`src/rtl/display_timing.sv`:
```
// Signed-coordinate video timing generator: hsync/vsync/de, frame/line strobes, line-compare irq, frame counter.
// sx/sy/line_irq/frame_cnt lag the counters by 1 cycle; syncs/de/strobes by 1+CTRL_DLY cycles. No backpressure.
module display_timing #(
    parameter int CORDW    = 16,
    parameter int H_RES    = 640,
    parameter int V_RES    = 480,
    parameter int H_FP     = 16,
    parameter int H_SYNC   = 96,
    parameter int H_BP     = 48,
    parameter int V_FP     = 10,
    parameter int V_SYNC   = 2,
    parameter int V_BP     = 33,
    parameter int H_POL    = 0,
    parameter int V_POL    = 0,
    parameter int CTRL_DLY = 0,
    parameter int FCW      = 16
) (
    input  logic                    clk_pix,
    input  logic                    rst_pix,
    input  logic signed [CORDW-1:0] line_cmp,
    output logic                    hsync,
    output logic                    vsync,
    output logic                    de,
    output logic                    frame,
    output logic                    line,
    output logic                    line_irq,
    output logic signed [CORDW-1:0] sx,
    output logic signed [CORDW-1:0] sy,
    output logic [FCW-1:0]          frame_cnt
);

    localparam logic signed [CORDW-1:0] H_STA  = CORDW'(-(H_FP + H_SYNC + H_BP));
    localparam logic signed [CORDW-1:0] HS_STA = CORDW'(-(H_SYNC + H_BP));
    localparam logic signed [CORDW-1:0] HS_END = CORDW'(-H_BP);
    localparam logic signed [CORDW-1:0] H_LAST = CORDW'(H_RES - 1);
    localparam logic signed [CORDW-1:0] V_STA  = CORDW'(-(V_FP + V_SYNC + V_BP));
    localparam logic signed [CORDW-1:0] VS_STA = CORDW'(-(V_SYNC + V_BP));
    localparam logic signed [CORDW-1:0] VS_END = CORDW'(-V_BP);
    localparam logic signed [CORDW-1:0] V_LAST = CORDW'(V_RES - 1);
    localparam logic signed [CORDW-1:0] ONE    = CORDW'(1);

    localparam logic HS_ON = (H_POL != 0);
    localparam logic VS_ON = (V_POL != 0);
    // Control bundle order: {hsync, vsync, de, frame, line}
    localparam logic [4:0] CTL_OFF = {~HS_ON, ~VS_ON, 3'b000};

    logic signed [CORDW-1:0] x;
    logic signed [CORDW-1:0] y;
    logic                    first_frame;
    logic [4:0]              ctl_s1;
    logic [4:0]              ctl_out;
    logic                    hs_win;
    logic                    vs_win;
    logic                    at_hsta;

    always_ff @(posedge clk_pix) begin
        if (rst_pix) begin
            x <= H_STA;
            y <= V_STA;
        end else if (x == H_LAST) begin
            x <= H_STA;
            y <= (y == V_LAST) ? V_STA : y + ONE;
        end else begin
            x <= x + ONE;
        end
    end

    assign hs_win  = (x >= HS_STA) && (x < HS_END);
    assign vs_win  = (y >= VS_STA) && (y < VS_END);
    assign at_hsta = (x == H_STA);

    always_ff @(posedge clk_pix) begin
        if (rst_pix) begin
            sx          <= H_STA;
            sy          <= V_STA;
            ctl_s1      <= CTL_OFF;
            line_irq    <= 1'b0;
            frame_cnt   <= '0;
            first_frame <= 1'b1;
        end else begin
            sx       <= x;
            sy       <= y;
            ctl_s1   <= {hs_win ~^ HS_ON,
                         vs_win ~^ VS_ON,
                         ~x[CORDW-1] & ~y[CORDW-1],
                         at_hsta & (y == V_STA),
                         at_hsta & ~y[CORDW-1]};
            line_irq <= at_hsta & (y == line_cmp);
            // The frame start seen straight out of reset is not a completed frame.
            if (at_hsta && (y == V_STA)) begin
                if (first_frame) begin
                    first_frame <= 1'b0;
                end else begin
                    frame_cnt <= frame_cnt + FCW'(1);
                end
            end
        end
    end

    generate
        if (CTRL_DLY == 0) begin : g_nodly
            assign ctl_out = ctl_s1;
        end else begin : g_dly
            logic [4:0] pipe [CTRL_DLY];
            always_ff @(posedge clk_pix) begin
                if (rst_pix) begin
                    for (int i = 0; i < CTRL_DLY; i++) pipe[i] <= CTL_OFF;
                end else begin
                    pipe[0] <= ctl_s1;
                    for (int i = 1; i < CTRL_DLY; i++) pipe[i] <= pipe[i-1];
                end
            end
            assign ctl_out = pipe[CTRL_DLY-1];
        end
    endgenerate

    assign {hsync, vsync, de, frame, line} = ctl_out;

endmodule

```
`config.mk`:
```
export PLATFORM = sky130hd
export DESIGN_NAME = display_timing
export DESIGN_NICKNAME = d
export VERILOG_FILES = /design/src/rtl/display_timing.sv
export SDC_FILE = /design/constraint.sdc
export NUM_CORES = 1
export LEC_CHECK = 0
export ABC_AREA = 1
export CAP_MARGIN = 5
export CORE_ASPECT_RATIO = 0.6
export CORE_UTILIZATION = 40
export DETAILED_ROUTE_END_ITERATION = 10
export PLACE_DENSITY = 0.66
export SLEW_MARGIN = 0
export SYNTH_ARGS = -nofsm -noshare
export SYNTH_HDL_FRONTEND = slang
export SYNTH_SLANG_ARGS = --single-unit
```
`constraint.sdc`:
```
create_clock -name clk_pix -period 3.2 [get_ports clk_pix]
set_clock_uncertainty 0.05 [all_clocks]
set_input_delay 0.32 -clock clk_pix [delete_from_list [all_inputs] [get_ports clk_pix]]
set_output_delay 0.32 -clock clk_pix [all_outputs]
set_load 0.02 [all_outputs]
```
# Word-level counts from Yosys, hierarchy flattened
# Index checks and enable logic that the tools add are counted.
# Widths: inputs -> output; s select.
[op_classes] eq_ne=5 n_reduce_logical=5 shift=0 magnitude_cmp=4 n_div=0 n_mux=1 multipliers=0 n_addsub=3 bitwise=9
[op_table] cell="$add 16x2->16 const B" n=2
[op_table] cell="$lt 16x7->1 const B" n=2
[op_table] cell="$add 16x1->16 const B" n=1
[op_table] cell="$eq 16x10->1 const B" n=1
[op_table] cell="$eq 16x11->1 const B" n=1
[op_table] cell="$eq 16x16->1" n=1
[op_table] cell="$eq 16x7->1 const B" n=1
[op_table] cell="$eq 16x9->1 const B" n=1
[op_table] cell="$ge 16x7->1 const B" n=1
[op_table] cell="$ge 16x9->1 const B" n=1
[op_table] cell="$mux 16" n=1
[op_table] cell="$not 1->1" n=5
[op_table] cell="$and 1x1->1" n=4
[op_table] cell="$logic_and 1x1->1" n=3
[op_table] cell="$reduce_and 2->1" n=1
[op_table] cell="$reduce_or 2->1" n=1
[totals] latch_bits=0 out_inout_bits=54 register_bits=87 romBits=0 mem_count=0 wordCells=35 ram_bits=0

# Logic depth before layout (Yosys ltp)
[depth] depth_word=3 mapped_depth=11 mapped_depth_nobuf=10

# Worst setup path after synthesis
# OpenSTA, ideal clock, no wires.
[synth_timing] kind="flip-flop to flip-flop" start="register y[0]" end="register frame_cnt[13]" arrival_time_ps=1379 slack_ps=1639 path_stages_with_launch=10 setup_time_ps=132 synth_period_minus_slack_ps=1561 path_cell_list="dfxtp_1 -> ha_1 -> inv_1 -> nor2_1 -> nand2_1 -> nor2_4 -> nand3_2 -> buf_2 -> nand2_1 -> a21oi_1"
[synth_via] elab_chain_cells=3
[synth_rtl] element="start, declared" line_no="48" source="logic signed [CORDW-1:0] y;"
[synth_rtl] element="start signal, assigned" line_no="62" source="y <= (y == V_LAST) ? V_STA : y + ONE;"
[synth_rtl] element="$eq 16x7->1" line_no="90" source="if (at_hsta && (y == V_STA)) begin"
[synth_rtl] element="$logic_and 1x1->1" line_no="90"
[synth_rtl] element="$reduce_and 2->1 (no source line)"
[synth_rtl] element="end signal, assigned" line_no="94" source="frame_cnt <= frame_cnt + FCW'(1);"
[synth_rtl] element="end, declared" line_no="29" source="output logic [FCW-1:0] frame_cnt"
# Every way passes these cells.
# A chain may end at the register's enable or synchronous reset.

# Worst setup path after layout
[layout_timing] start="register x[0]" end="register y[0]"
[layout_via] elab_chain_cells=1
[layout_rtl] element="start, declared" line_no="47" source="logic signed [CORDW-1:0] x;"
[layout_rtl] element="start signal, assigned" line_no="64" source="x <= x + ONE;"
[layout_rtl] element="$eq 16x11->1" line_no="60" source="end else if (x == H_LAST) begin"
# Every way passes these cells.

==> key figures <==
Run status
  • Status: finished clean

Clock tree
  • Clk_lat worst skew: between 0.3 and 0.4 ns
  • Htree depth: 3
  • CTS sink cnt: 87
  • CTS tree: yes
  • Postcts setup bufs: 0
  • CTS clk-pin slew, worst paths: about 0.070 ns
  • Root buffer selected by CTS: clkbuf_16
  • CTS Buffer Depth: 2
  • Post-CTS sizing: 0
  • Post-CTS Hold Fix Bufs: 0
  • Total CTS buffers: 9

Timing
  • RSZ-0062 raised after global routing: no
  • Fmax: between 0.4 and 0.5 GHz
  • Slew headroom: 67.8%
  • # setup viols final: 0
  • Final Cycle Share: approximately 73%
  • Worst slew pin tran: around 0.48 ns
  • Setup_tns: 0 ns
  • Final hold vios: 0
  • Post-layout minimum cycle time: around 2.3 ns
  • Pins Over Slew Limit: 0

Worst hold path
  • Worst Hold Class: reg -> reg
  • Hold Startpoint: x[0]
  • Worst hold path depth: 1
  • Hold EP: x[0]

Logic synthesis
  • Post-Synth Simple-Gate Area: about a third
  • EDFF count, synth: 0
  • Post-synthesis sequential area ratio: roughly 44%
  • Top_reg_cell synth: dfxtp_1
  • Synthesized flop and latch total: 87
  • Synth cell types: 31
  • Mapped Cells: ~560
  • Area contributors post-synth: dfxtp_1 (44%), nand2_1 (16%), nor2_1 (7.3%)
  • Syn Area/Cell: between 7 and 8 um2
  • Largest family of logic cells by synthesized area: simple AND/OR/NAND/NOR gates
  • Synth Area in Compound Gates: 7.70%
  • Area leader, netlist: dfxtp_1
  • Synth Area in Adders: ~1.9%
  • FFs w/ async S/R, synth: 0%
  • Multiplexer area fraction after synthesis: 0%
  • Mapped cell area: roughly 0.0039 mm2
  • YS warnings: 0
  • Post-synth top area share: 44.5%
  • Syn_nets: a little under 600
  • Post-synthesis xor/xnor area fraction: ~4.3%

Critical path
  • Arr. time, crit path: 2.49 ns
  • Startpoint types: flop
  • Worst reg2reg endpoint: y[0]
  • CP required: around 3.4 ns
  • Worst R2R Path Depth: 9
  • Crit. End Element: flop
  • Max incr delay on CP: approximately 0.42 ns
  • CP max FO: 13
  • Critical-path cell list: ha_1, nand2_1, nor2_1, nand3_1, inv_1, nand2_1, nand2_1, nand2_1, nand3_1
  • Worst setup path class: reg -> reg
  • Delay-heaviest family, CP: simple AND/OR/NAND/NOR gates
  • Worst reg2reg startpoint: x[0]
  • R2R setup slack: ~0.87 ns
  • CP bufs+invs: 1
  • CP max stage cell: nand2_1
  • Cell mode on critical path: nand2_1

Detailed routing
  • Wirelength per Cell: approximately 13 um
  • Via count: 3789
  • Max Used Layer: met4
  • WL met2: 4210 um
  • Vias/cell: between 4 and 5
  • 1st-pass router iterations: 5
  • Starting DRT DRC Count: 325
  • M1 WL: 5200 um
  • Drt drc: 0
  • WL met3: roughly 660 um
  • Drt total wl: roughly 10000 um
  • Post-route ant nets: 0

Power
  • PD cells: 441 mW/mm2
  • Pleak: around 2.2 nW
  • Max IR drop VDD: around 0.25 mV

Placed design
  • Port buffer count: 71
  • Gpl congestion: 0.952
  • Placed cell area: between 0.004 and 0.005 mm2
  • DP Wirelength: roughly 7700 um

Global route
  • Initial antenna violation count: 0
  • Largest net degree at the start of global routing: 32
  • First-pass GRT wire length: 16700 um
  • Total Routing Usage GR: 21.6%
  • Vias in the first global route: roughly 3400
  • Grt ovf: 0

Final layout
  • Fillers: ~900
  • Syn-to-layout area delta: 28.6%
  • FF+latch area: between 0.0015 and 0.002 mm2
  • Nets: approximately 650
  • Area taken by multi-input logic gates: 0.00188 mm2
  • Layout cell share with drive strength beyond 1: under 10%
  • Design area: roughly 0.0050 mm2
  • Antenna cells: 0

Floorplanning
  • Core footprint: between 0.009 and 0.01 mm2
  • Die W: approximately 130 um
  • Number of core rows: 27
  • Die area: just over 0.01 mm2
  • DIE HEIGHT: ~80 um
  • Initial Utilization: between 40% and 50%
  • Top-level port count: a little over 70

Run
  • Max-cap violation count: 0
[synthesized netlist by cell type (2+ instances only)]
master	n
ha_1	6
clkbuf_1	5
nand4_1	13
nand2_1	166
dfxtp_1	87
inv_1	57
xor2_1	15
o211ai_1	3
nand3_1	43
inv_2	6
a21oi_1	27
o22ai_1	4
nor2_1	76
nand2_2	5
xnor2_1	4
nor2_4	2
nor3_1	2
a211oi_1	2
buf_2	4
o21ai_0	16
nor3b_1	2
o21ai_1	3
[sequential cells by signal (all words and copies together) (netlist names)]
name         flops
ctl_out          5
first_frame      1
frame_cnt       16
line_irq         1
sx              16
sy              16
x               16
y               16
[final cells by class]
class | count | share of cell area [%]
Multi-Input combinational cell | 396 | 37.4
Sequential cell | 87 | 34.6
Clock inverter | 5 | 0.820
Clock buffer | 11 | 4.82
Inverter | 63 | 4.70
Timing Repair Buffer | 73 | 14.4
Tap cell | 130 | 3.23
[worst max-delay path by stage]
stage,to,depth (start not counted),slack [ns],from
after floorplan,frame_cnt[13],9,1.64,y[0]
after global placement,y[1],5,1.0,rst_pix
after detailed placement,y[1],5,0.91,rst_pix
after CTS,y[0],9,0.89,x[0]
after global routing,y[3],10,0.60,x[1]
final,y[0],9,0.87,x[0]
[layout by cell type (no fill, tap or decap), types with 6 or more instances in the layout]
master	netlist	layout
clkbuf_16	0	9
dfxtp_1	87	87
xor2_1	15	15
nand2_1	166	166
ha_1	6	6
a21oi_1	27	27
inv_2	6	6
nand4_1	13	13
clkdlybuf4s50_1	0	71
nor2_1	76	76
inv_1	57	57
o21ai_0	16	16
nand3_1	43	43
[metal layers]
| layer | vias to the layer above | global-route usage (%) |
|---|---|---|
| li1 | 1915 | - |
| met1 | 1732 | 31.3 |
| met2 | 132 | 30.3 |
| met3 | 10 | 6.48 |
| met4 | 0 | 5.93 |
| met5 | - | 0 |
[through the flow]
stage          power (mW)  util [%]  cells  hold WS, ns  worst slack (ns)
6_report             2.22      54.0    765        0.416             0.865
4_1_cts              2.24      54.0    765        0.417             0.890
3_3_place_gp         1.25      50.9    749        0.400             0.999
2_1_floorplan        1.20         -    557        0.380              1.64
5_1_grt              2.31      54.0    765        0.435             0.596
3_5_place_dp         1.25      50.9    749        0.403             0.912
[power breakdown]
part / switching, mW / internal [mW] / leakage, nW / total (mW)
combinational: 0.0770 / 0.0481 / 1.40 / 0.125
sequential: 0.00947 / 1.09 / 0.704 / 1.10
clock: 0.440 / 0.553 / 0.132 / 0.993
total: 0.527 / 1.69 / 2.24 / 2.22
[logic make-up after synthesis]
kind of cell    after synthesis
fa+ha+maj                     6
xor+xnor                     19
simple gates                315
buf+inv                      74
flops                        87
compound gates               56
No activity file was read; power rests on OpenSTA's default activity.
